**src/rtl/pipeline_hazard_ctrl.sv**
```systemverilog
// pipeline_hazard_ctrl
//
// Central stall/flush sequencer for the 5-stage pipeline. Arbitrates, in fixed
// priority, halt requests, multi-cycle data-memory waits, taken-branch flushes
// and load-use hazards, and drives the PC enable plus the enable/flush/bubble
// controls of the four pipeline registers. A saturating counter records stall
// cycles, and a sticky error halts the pipeline if memory never answers.
//
// Ports:
//   clk, rst                     clock, asynchronous active-high reset
//   id_rs1, id_rs2               source registers of the instruction in ID
//   id_uses_rs1, id_uses_rs2     ID instruction actually reads rs1 / rs2
//   ex_rd, ex_is_load            destination and load flag of the EX instruction
//   branch_taken                 branch resolved taken in EX
//   mem_req, mem_ready           MEM-stage access pending / completing this cycle
//   halt                         halt request
//   pc_en, pr1_en..pr4_en        PC and IF/ID, ID/EX, EX/MEM, MEM/WB load enables
//   pr1_flush                    IF/ID loads a NOP (qualified by pr1_en)
//   pr2_bubble                   ID/EX loads a NOP (qualified by pr2_en)
//   pr4_bubble                   MEM/WB loads a bubble, RF write off (qualified by pr4_en)
//   state                        0 RUN, 1 MEM_WAIT, 2 HALTED
//   stall_cnt                    saturating count of stalled cycles outside HALTED
//   mem_timeout_err              sticky memory-timeout flag
module pipeline_hazard_ctrl #(
    parameter int REG_ADDR_W  = 3,
    parameter int MEM_TIMEOUT = 64,
    parameter int CNT_W       = 16
) (
    input  logic                  clk,
    input  logic                  rst,
    input  logic [REG_ADDR_W-1:0] id_rs1,
    input  logic [REG_ADDR_W-1:0] id_rs2,
    input  logic                  id_uses_rs1,
    input  logic                  id_uses_rs2,
    input  logic [REG_ADDR_W-1:0] ex_rd,
    input  logic                  ex_is_load,
    input  logic                  branch_taken,
    input  logic                  mem_req,
    input  logic                  mem_ready,
    input  logic                  halt,
    output logic                  pc_en,
    output logic                  pr1_en,
    output logic                  pr2_en,
    output logic                  pr3_en,
    output logic                  pr4_en,
    output logic                  pr1_flush,
    output logic                  pr2_bubble,
    output logic                  pr4_bubble,
    output logic [1:0]            state,
    output logic [CNT_W-1:0]      stall_cnt,
    output logic                  mem_timeout_err
);

    localparam int WAIT_W = $clog2(MEM_TIMEOUT + 1);

    typedef enum logic [1:0] {
        ST_RUN      = 2'd0,
        ST_MEM_WAIT = 2'd1,
        ST_HALTED   = 2'd2
    } state_e;

    state_e              state_q, state_d;
    logic [WAIT_W-1:0]   wait_q, wait_d;
    logic [CNT_W-1:0]    stall_q;
    logic                err_q, err_d;

    logic lu_hazard;
    logic pc_en_c, pr1_en_c, pr2_en_c, pr3_en_c, pr4_en_c;
    logic pr1_flush_c, pr2_bubble_c, pr4_bubble_c;
    logic advance, freeze;

    // r0 is hardwired zero, so a load targeting it never creates a dependency.
    assign lu_hazard = ex_is_load && (ex_rd != '0) &&
                       ((id_uses_rs1 && (id_rs1 == ex_rd)) ||
                        (id_uses_rs2 && (id_rs2 == ex_rd)));

    // Next-state logic picks one of three output flavours: all-off (halt or
    // HALTED), freeze (memory outstanding: only MEM/WB moves, as a bubble) or
    // advance (normal flow, with branch flush beating the load-use stall).
    always_comb begin
        state_d = state_q;
        wait_d  = wait_q;
        err_d   = err_q;
        advance = 1'b0;
        freeze  = 1'b0;

        case (state_q)
            ST_RUN: begin
                if (halt) begin
                    state_d = ST_HALTED;
                end else if (mem_req && !mem_ready) begin
                    freeze  = 1'b1;
                    state_d = ST_MEM_WAIT;
                    wait_d  = WAIT_W'(1);
                end else begin
                    advance = 1'b1;
                end
            end
            ST_MEM_WAIT: begin
                if (halt) begin
                    state_d = ST_HALTED;
                end else if (mem_ready) begin
                    advance = 1'b1;
                    state_d = ST_RUN;
                    wait_d  = '0;
                end else begin
                    freeze = 1'b1;
                    if (wait_q == WAIT_W'(MEM_TIMEOUT)) begin
                        err_d   = 1'b1;
                        state_d = ST_HALTED;
                    end else begin
                        wait_d = wait_q + WAIT_W'(1);
                    end
                end
            end
            default: ;
        endcase
    end

    // Output decode from the chosen flavour; a branch held through a memory
    // wait only takes effect here, on the advancing cycle.
    always_comb begin
        pc_en_c      = 1'b0;
        pr1_en_c     = 1'b0;
        pr2_en_c     = 1'b0;
        pr3_en_c     = 1'b0;
        pr4_en_c     = 1'b0;
        pr1_flush_c  = 1'b0;
        pr2_bubble_c = 1'b0;
        pr4_bubble_c = 1'b0;

        if (freeze) begin
            pr4_en_c     = 1'b1;
            pr4_bubble_c = 1'b1;
        end else if (advance) begin
            pr2_en_c = 1'b1;
            pr3_en_c = 1'b1;
            pr4_en_c = 1'b1;
            if (branch_taken) begin
                pc_en_c      = 1'b1;
                pr1_en_c     = 1'b1;
                pr1_flush_c  = 1'b1;
                pr2_bubble_c = 1'b1;
            end else if (lu_hazard) begin
                pr2_bubble_c = 1'b1;
            end else begin
                pc_en_c  = 1'b1;
                pr1_en_c = 1'b1;
            end
        end
    end

    // Reset forces every control low immediately, independent of the clock.
    assign pc_en           = pc_en_c      && !rst;
    assign pr1_en          = pr1_en_c     && !rst;
    assign pr2_en          = pr2_en_c     && !rst;
    assign pr3_en          = pr3_en_c     && !rst;
    assign pr4_en          = pr4_en_c     && !rst;
    assign pr1_flush       = pr1_flush_c  && !rst;
    assign pr2_bubble      = pr2_bubble_c && !rst;
    assign pr4_bubble      = pr4_bubble_c && !rst;
    assign state           = state_q;
    assign stall_cnt       = stall_q;
    assign mem_timeout_err = err_q;

    // State, wait counter and sticky error; the stall counter saturates
    // instead of wrapping and ignores the HALTED state.
    always_ff @(posedge clk or posedge rst) begin
        if (rst) begin
            state_q <= ST_RUN;
            wait_q  <= '0;
            err_q   <= 1'b0;
            stall_q <= '0;
        end else begin
            state_q <= state_d;
            wait_q  <= wait_d;
            err_q   <= err_d;
            if (!pc_en_c && (state_q != ST_HALTED) && (stall_q != '1)) begin
                stall_q <= stall_q + CNT_W'(1);
            end
        end
    end

endmodule

```
**config.mk**
```make
export PLATFORM = sky130hd
export DESIGN_NAME = pipeline_hazard_ctrl
export DESIGN_NICKNAME = d
export VERILOG_FILES = /design/src/rtl/pipeline_hazard_ctrl.sv
export SDC_FILE = /design/constraint.sdc
export NUM_CORES = 1
export LEC_CHECK = 0
export BUFFER_PORTS_ARGS = -buffer_cell sky130_fd_sc_hd__buf_2
export CAP_MARGIN = 20
export CORE_MARGIN = 10
export CORE_UTILIZATION = 33
export CTS_CLUSTER_DIAMETER = 50
export CTS_CLUSTER_SIZE = 10
export DETAILED_ROUTE_END_ITERATION = 10
export SLEW_MARGIN = 15
export SYNTH_ARGS = -nofsm -noshare
export SYNTH_HDL_FRONTEND = slang
export SYNTH_SLANG_ARGS = --single-unit
```
**constraint.sdc**
```tcl
create_clock -name clk -period 1.98 [get_ports clk]
set_input_delay 0.198 -clock clk [delete_from_list [all_inputs] [get_ports clk]]
set_output_delay 0.198 -clock clk [all_outputs]
set_load 0.005 [all_outputs]
```
==> results.cfg <==
[pwr]
switching_share_pct = 25.6
p_int_mw = 0.928
p_leak_nw = 0.927
p_clk_share_pct = 35.3
comb_power_share_pct = 14.1
sequentialPowerShare_pct = 50.6
powerDensity_nw_per_um2 = 675
switchingPower_mw = 0.319
ir_drop_mv = 0.395

[outcome]
outcome = finished with violations
violations = hold timing

[synth]
synth_area_per_cell_um2 = 9.77
synth-main-ff-cell = dfrtp_1
yosysWarnings = 0
synth_edf_count = 0
yosysSeqAreaShare_pct = 42.4
synthCells = 157
syn_area_um2 = 1530
syn_nets = 178
ys_ff_latch = 26
ys_types = 46
async_flop_share_pct = 100

[route]
dr.pass1.iters = 4
route.detailed.wl_per_inst_um = 14.3
first_iter_violations = 97
ant_nets = 0
vias = 1319
drt_wl_total_um = 3600
drc = 0
avgViaCountPerCell = 5.23

[placed_design]
place_congestion = 0.826
place_inst = 248
port_buffers = 44
dp.final_hpwl_um = 2790

[sta]
fin_crit_sh_pct = 90.7
max_freq_ghz = 0.557
whs_ns = -0.00138
tns_ns = 0
skew_ns = 0.00667
final_max_slew_viol_count = 0
layout_min_cycle_time_ns = 1.80
worst_pin_slew_ns = 0.416
setup_violations = 0
grt_setup_unrepaired = no
hold_viol = 4
maxSlewHeadroom_pct = 72.3

[worst_setup_path]
r2r_start = stall_cnt[0]
r2r-end = stall_cnt[1]
ff2ff_path_depth = 5
crit_arrival_ns = 1.96
criticalPathCategory = reg2reg
r2r_slack_ns = 0.18
worst-path-max-fanout = 12
required_ns = 2.15
cp-start-kind = flop
critPathCaptureType = flop

[clocking]
ctsHoldBuffers = 0
clock_latency_ns = 0.27
cts_resized = 0
cts_buffers = 3
htree_levels = 1
cts-root-buf = clkbuf_8
post_cts_buffers = 0
cts.sinks = 26
cts_tree = yes
clockBufferDepth = 2
clk_pin_slew_ns = 0.09

[die]
die_w_um = 88.2
core_um2 = 4410
rows = 24
die_h_um = 88.2
ios = 45
fp.dieArea_um2 = 7780
start_util_pct = 34.8

[global_route]
gr-total-overflow = 0
grt_max_degree = 27
grt_usage_pct = 9.27
grt_antenna_before_repair = 0
grt_pass1_vias = 1283
grt_pass1_wl_um = 5930

[cells_and_area]
final_common_cell = buf_2
final_cell_mix = buf_2 (44), dfrtp_1 (26), xnor2_1 (16)
insertedDiodeCount = 0
final_util_pct = 41.9
stdcell_count = 252
nets = 222
drive_gt1_share_pct = 30.0
syn2layout_area_growth_pct = 20.6

[hold_path]
hp-class = in2async

[flow_run]
max-cap-violations = 0
power by group through the flow:
stage	combinational, mW	clock (mW)	sequential (mW)
6_report	0.176	0.441	0.631
5_1_grt	0.203	0.482	0.644
4_1_cts	0.181	0.451	0.632
3_5_place_dp	0.180	0	0.642
3_3_place_gp	0.179	0	0.641
2_1_floorplan	0.0961	0	0.633
registers in the layout (all words and copies together) (netlist names):
register / count
stall_cnt: 16
wait_q: 7
state: 2
mem_timeout_err: 1
layer usage:
metal	routed length, um	vias to the layer above	share of wire [%]	GRT usage [%]
met5	0	-	0	0
met4	48	0	1.3	4.56
met3	272	4	7.6	2.14
met2	1590	38	44	14.4
met1	1690	625	47	11.7
li1	-	652	-	-
area by class of cell:
cell class / instances / area [um^2]
timing repair buffer: 46 / 235
multi-input combinational: 115 / 793
tap: 52 / 65.1
inverter: 9 / 33.8
sequential: 26 / 651
clock inverter: 1 / 30.0
fill: 439 / 2560
clock buffer: 3 / 41.3
how the worst max path moves through the flow:
stage                       from             to  slack [ns]  cells after the start
finish              stall_cnt[0]   stall_cnt[1]        0.18                      5
global route        stall_cnt[0]   stall_cnt[1]        0.06                      5
CTS                 stall_cnt[0]   stall_cnt[1]        0.18                      5
detailed placement  stall_cnt[0]   stall_cnt[1]        0.20                      5
global placement    stall_cnt[0]   stall_cnt[1]        0.19                      5
floorplan           stall_cnt[0]  stall_cnt[10]        0.34                      8
cell families after synthesis:
family / Yosys count / share of synthesized area [%]
buffers and inverters: 16 / 5.87
multiplexers: 3 / 2.37
XOR/XNOR: 20 / 11.4
AO/OA/AOI/OAI: 28 / 13.0
flip-flops: 26 / 42.4
AND/OR/NAND/NOR: 61 / 22.5
adder cells (fa/ha/maj): 3 / 2.45
metrics by stage:
stage | instance area (um^2) | total power, mW | hold slack [ns] | setup WS [ns]
after CTS | 1850 | 1.26 | 0.0129 | 0.180
after global routing | 1850 | 1.33 | 0.0376 | 0.0640
after global placement | 1780 | 0.820 | 0.315 | 0.191
final | 1850 | 1.25 | -0.00138 | 0.184
after detailed placement | 1780 | 0.821 | 0.312 | 0.200
after floorplan | 1530 | 0.729 | 0.243 | 0.339
Yosys cell counts, types with 2 or more instances:
cell      n  share of area [%]
nor2_1   11                2.7
ha_1      3                2.4
nor3b_1   2               0.98
nand4_1  12                4.9
o31ai_1   3                1.5
o21ai_0   4                1.3
buf_4     4                2.0
a31oi_1   4                1.6
inv_1     8                2.0
nand3_2   2                1.3
xor2_1    4                2.3
a21oi_1   3               0.98
and3_1   12                4.9
xnor2_1  16                9.1
nand2_1   6                1.5
buf_6     2                1.5
nand3_1   6                2.0
a21o_1    2               0.98
dfrtp_1  26                 42
critical path, cell delays in order, from the launching register on:
cell     delay [ns]
dfrtp_1        0.46
ha_1           0.29
and2_4         0.19
nand3_2        0.09
o21a_2         0.30
mux2_2         0.36
Note: power is estimated with default switching activity, not from simulation.
